<file path="config.mk">
export PLATFORM = sky130hd
export DESIGN_NAME = wbxbc_chk_tmr
export DESIGN_NICKNAME = d
export VERILOG_FILES = /design/src/rtl/wbxbc_chk_tmr.sv
export SDC_FILE = /design/constraint.sdc
export NUM_CORES = 1
export LEC_CHECK = 0
export ABC_CLOCK_PERIOD_IN_PS = 1900
export CAP_MARGIN = 20
export CORE_AREA = 2 2 39 41
export DETAILED_ROUTE_END_ITERATION = 7
export DIE_AREA = 0 0 41 43
export SLEW_MARGIN = 20
export SYNTH_ARGS = -nofsm -noshare
export SYNTH_HDL_FRONTEND = slang
export SYNTH_SLANG_ARGS = --single-unit
</file>
<file path="constraint.sdc">
create_clock -name clk_i -period 1.9 [get_ports clk_i]
set_input_delay 0.38 -clock clk_i [delete_from_list [all_inputs] [get_ports clk_i]]
set_output_delay 0.38 -clock clk_i [all_outputs]
set_load 0.05 [all_outputs]
</file>
<file path="src/rtl/wbxbc_chk_tmr.sv">
// Saturating run-length timer: counts consecutive cycles with run_i high and
// flags the sample on which the run length reaches THRESH (and any beyond it).
module wbxbc_chk_tmr #(
  parameter int THRESH = 64
) (
  input  logic clk_i,
  input  logic sync_rst_i,
  input  logic run_i,
  output logic hit_o
);

  localparam int CW = $clog2(THRESH + 1);

  logic [CW-1:0] cnt_q, cnt_d;

  always_comb begin
    cnt_d = '0;
    if (run_i) cnt_d = (cnt_q == CW'(THRESH)) ? cnt_q : cnt_q + 1'b1;
  end

  // Current sample is run number cnt_q+1, so THRESH-1 completed runs means this one hits.
  assign hit_o = run_i & (cnt_q >= CW'(THRESH - 1));

  always_ff @(posedge clk_i) begin
    if (sync_rst_i) cnt_q <= '0;
    else            cnt_q <= cnt_d;
  end

endmodule

</file>
### Word-level counts from Yosys, hierarchy flattened

Index checks and enable logic that the tools add are counted.

| storage, ports and cells | value |
|---|---|
| register bits after elaboration | 7 |
| word-level logic and storage cells | 7 |

| operators by class | value |
|---|---|
| $add $sub $neg | 1 |
| $lt $le $gt $ge | 1 |
| equal/unequal tests | 1 |
| bitwise operators | 2 |
| reduce and logical (&&, ||, !) cells | 1 |

Operators with widths:

| cell | number |
|---|---|
| $add A7 B1 Y7 const B | 1 |
| $eq A7 B7 Y1 const B | 1 |
| $ge A7 B6 Y1 const B | 1 |
| $reduce_or A2 Y1 | 1 |
| $and A1 B1 Y1 | 1 |
| $not A1 Y1 | 1 |

### Logic depth before layout (Yosys ltp)

| logic depth | value |
|---|---|
| word-level depth | 2 |
| depth in mapped cells | 5 |

### Least setup slack after synthesis

No wires, ideal clock.

| path | value |
|---|---|
| path type | reg-to-output |
| start | register cnt_q[0] |
| end | output hit_o |
| arrival time | 1.175 ns |
| required time | 1.520 ns |
| slack | 0.345 ns |
| stages on the path, launching flop included | 5 |
| buffers on the path | 0 |
| cell sequence | dfxtp_1 -> ha_1 -> nand2_1 -> a21oi_1 -> o21a_1 |

| between the ends | value |
|---|---|
| cells in the longest elaborated chain, start to end | 2 |

RTL lines:

| item | RTL line | source |
|---|---|---|
| start: declaration | 14 | `logic [CW-1:0] cnt_q, cnt_d;` |
| start signal: assignment | 26 | `else cnt_q <= cnt_d;` |
| $ge A7 B6 Y1 | 22 | `assign hit_o = run_i & (cnt_q >= CW'(THRESH - 1));` |
| $and A1 B1 Y1 | 22 |  |
| end: declaration | 9 | `output logic hit_o` |

No other way between the ends.

### Worst setup path in the final report

| path | value |
|---|---|
| start | register cnt_q[1] |
| end | output hit_o |

Same word-level chain as after synthesis.

==> results.md <==
* Initial antenna violation count at 0
* Vias per cell at 4.86
* Syn avg cell area at 9.29 sq um
* Clock-pin transition on the worst setup and hold timing paths at 60 ps
* Worst EP arrival at 1390 ps
* CP Class: flop to primary output
* Most frequent cells in the layout: dfxtp_1 (6), nand2_1 (4), nand3_1 (3), nor3_1 (3), clkbuf_4 (3)
* Combinational share of power at 6.3%
* Pre-CTS setup slack at 332 ps
* Setup crit start kind: flop
* Worst Slack Setup Final at 126 ps
* Met1 WL at 332 um
* PostCTS Resize Cnt at 0
* Slew Limit Fails at 0
* Sequential share of the synthesized area at 37.7%
* Synth Area in Adders at 6.73%
* Setup violators final at 0
* GR Overflow Total at 0
* CP bufs+invs at 1
* Htree depth at 1
* Sw Pwr at 75.1 uW
* Netlist cell types at 21
* Highest Signal Layer: met3
* Cells after Synth at 40
* Post-route ant nets at 0
* Area growth from synthesis to layout at 25.3%
* Fin crit share at 93.4%
* Clock network power share at 45.6%
* Slew @ Worst Pin at 270 ps
* Max FO, Critical Path at 3
* CTS Buf Count at 3
* Leakage Power at 0.000152 uW
* Post-route non-filler standard cell count at 63
* Post-Synthesis Cell Area at 372 sq um
* Port buffer count at 3
* Vert. Die Dim at 43 um
* CP Cell Sequence: ha_2 -> nand2_1 -> a21oi_2 -> o21a_1 -> buf_12
* Hold Slack at 493 ps
* Die area at 1760 sq um
* Vias at 306
* Max_cap viols at 0
* Synth warnings at 0
* RSZ-0062 raised after global routing: no
* Initial drt markers at 4
* # rows at 14
* Clock skew at 4.00 ps
* Clk_lat worst skew at 260 ps
* Placed insts at 59
* Synth Area in Simple Gates at 27.9%
* Total negative slack at 0 ps
* Sequential Power Share at 48.1%
* WL final at 680 um
* Slew headroom at 82.0%
* Largest family of logic cells by synthesized area: simple AND/OR/NAND/NOR gates
* Drt pass-1 iters at 4
* Post-CTS Setup Inserts at 0
* Switching portion of total power at 23.9%
* Met2 routed WL at 293 um
* Peak VDD IR at 0.337 mV
* Outcome: finished clean
* Fmax at 564 MHz
* Routability cong. at 0.675
* Fin crit period at 1770 ps
* Die W at 41 um
* Largest registers: cnt_q: 7 flops
* Diode count at 0
* Hold Path Class: flop to flop
* Pint at 239 uW
* Post-CTS Hold Buffers at 0
* CTS tree: built
* DR WL/cell at 10.8 um
* Top delay family on crit path: flip-flops
* Final Hold Fails at 0
* Synth Net Count at 45
* Slowest CP cell: dfxtp_1
* All-Layer GR Usage at 9.93%
* Synth Area in Compound Gates at 15.8%
* Number of I/O pins at 4
* Vias in the first global route at 273
* Share of layout cells above drive strength 1 at 23.4%
* # DRC at 0
* Power per cell area at 676 nW/um^2
* Final #Nets at 53
* Max reg flops at 7
* CTS Buffer Depth at 2
* Worst EP required at 1520 ps
* Largest Register: cnt_q
* Core box area at 1380 sq um
* CTS sink count at 7
* Post-synthesis mux area share at 2.69%
* Slowest stage delay, CP at 360 ps
* Most common cell after layout, fill and taps aside: dfxtp_1
* First-pass GRT wire length at 1150 um
* Met3 wire len at 53 um
* Clock Tree Root: clkbuf_4
* Starting Density at 26.9%
* Worst Setup End Kind: primary output
* XOR/XNOR share of the synthesized area at 7.07%
* Synth Register Bits at 7
* Largest net degree at the start of global routing at 7
[synth_stat cells]
library cell  n  area, sq um
dfxtp_1       7          140
nand2_1       4         15.0
nand3_1       3         15.0
nor3_1        3         15.0
a21oi_1       2         10.0
ha_1          2         25.0
inv_1         2         7.51
o21ai_0       2         10.0
or3_1         2         12.5
xor2_1        2         17.5
a211oi_1      1         7.51
mux2i_1       1         10.0
nand2b_1      1         6.26
nor2_4        1         11.3
nor2b_1       1         6.26
o211ai_1      1         7.51
o21a_1        1         7.51
o41ai_2       1         16.3
or2b_2        1         8.76
or4b_4        1         13.8
xnor2_1       1         8.76
[layout make-up]
class,count,area (sq um)
Multi-Input combinational cell,31,230
Inverter,2,7.51
Clock buffer,4,26.3
Sequential cell,7,141
Timing Repair Buffer,3,40.0
Fill cell,147,918
Tap cell,16,20.0
[path summary, 6_finish.rpt]
| check | start | to | slack [ps] | depth (start not counted) |
|---|---|---|---|---|
| hold reg to reg | cnt_q[0] | cnt_q[0] | 490 | 2 |
| hold / removal | cnt_q[0] | cnt_q[0] | 490 | 2 |
| setup / recovery | cnt_q[1] | hit_o | 130 | 5 |
| setup reg to reg | cnt_q[2] | cnt_q[0] | 530 | 3 |
[worst reg2reg max path, delay by kind of cell (launching register included)]
family           cells  cell delay, ps
AND/OR/NAND/NOR      2             760
flip-flops           1             350
multiplexers         1             190
[metal layers]
layer,vias to the layer above,GRT usage (%)
li1,156,-
met3,0,6.28
met5,-,0
met4,0,4.00
met2,10,11.6
met1,140,14.1
[cell families (layout without fill, tap and decap cells)]
logic type / Yosys count / after routing
AOI/OAI and AO/OA: 8 / 8
muxes: 1 / 1
and+or+nand+nor: 17 / 17
adders and majority gates: 2 / 2
DFF: 7 / 7
buffers and inverters: 2 / 9
xor gates and xnor gates: 3 / 3
[stage by stage]
stage	power, uW	instance area, sq um	utilization, %
global placement	173	432	31.2
detailed placement	174	432	31.2
CTS	321	458	33.1
finish	315	465	33.6
floorplan	166	372	-
global route	332	465	33.6
[power by group through the flow]
stage	Sequential [uW]	Clock (uW)	Combinational (uW)
final	151	143	19.7
after global routing	152	159	21.8
after CTS	151	150	19.7
after detailed placement	154	0	19.7
after global placement	154	0	19.0
after floorplan	154	0	12.6
Note: power is estimated with default switching activity, not from simulation.
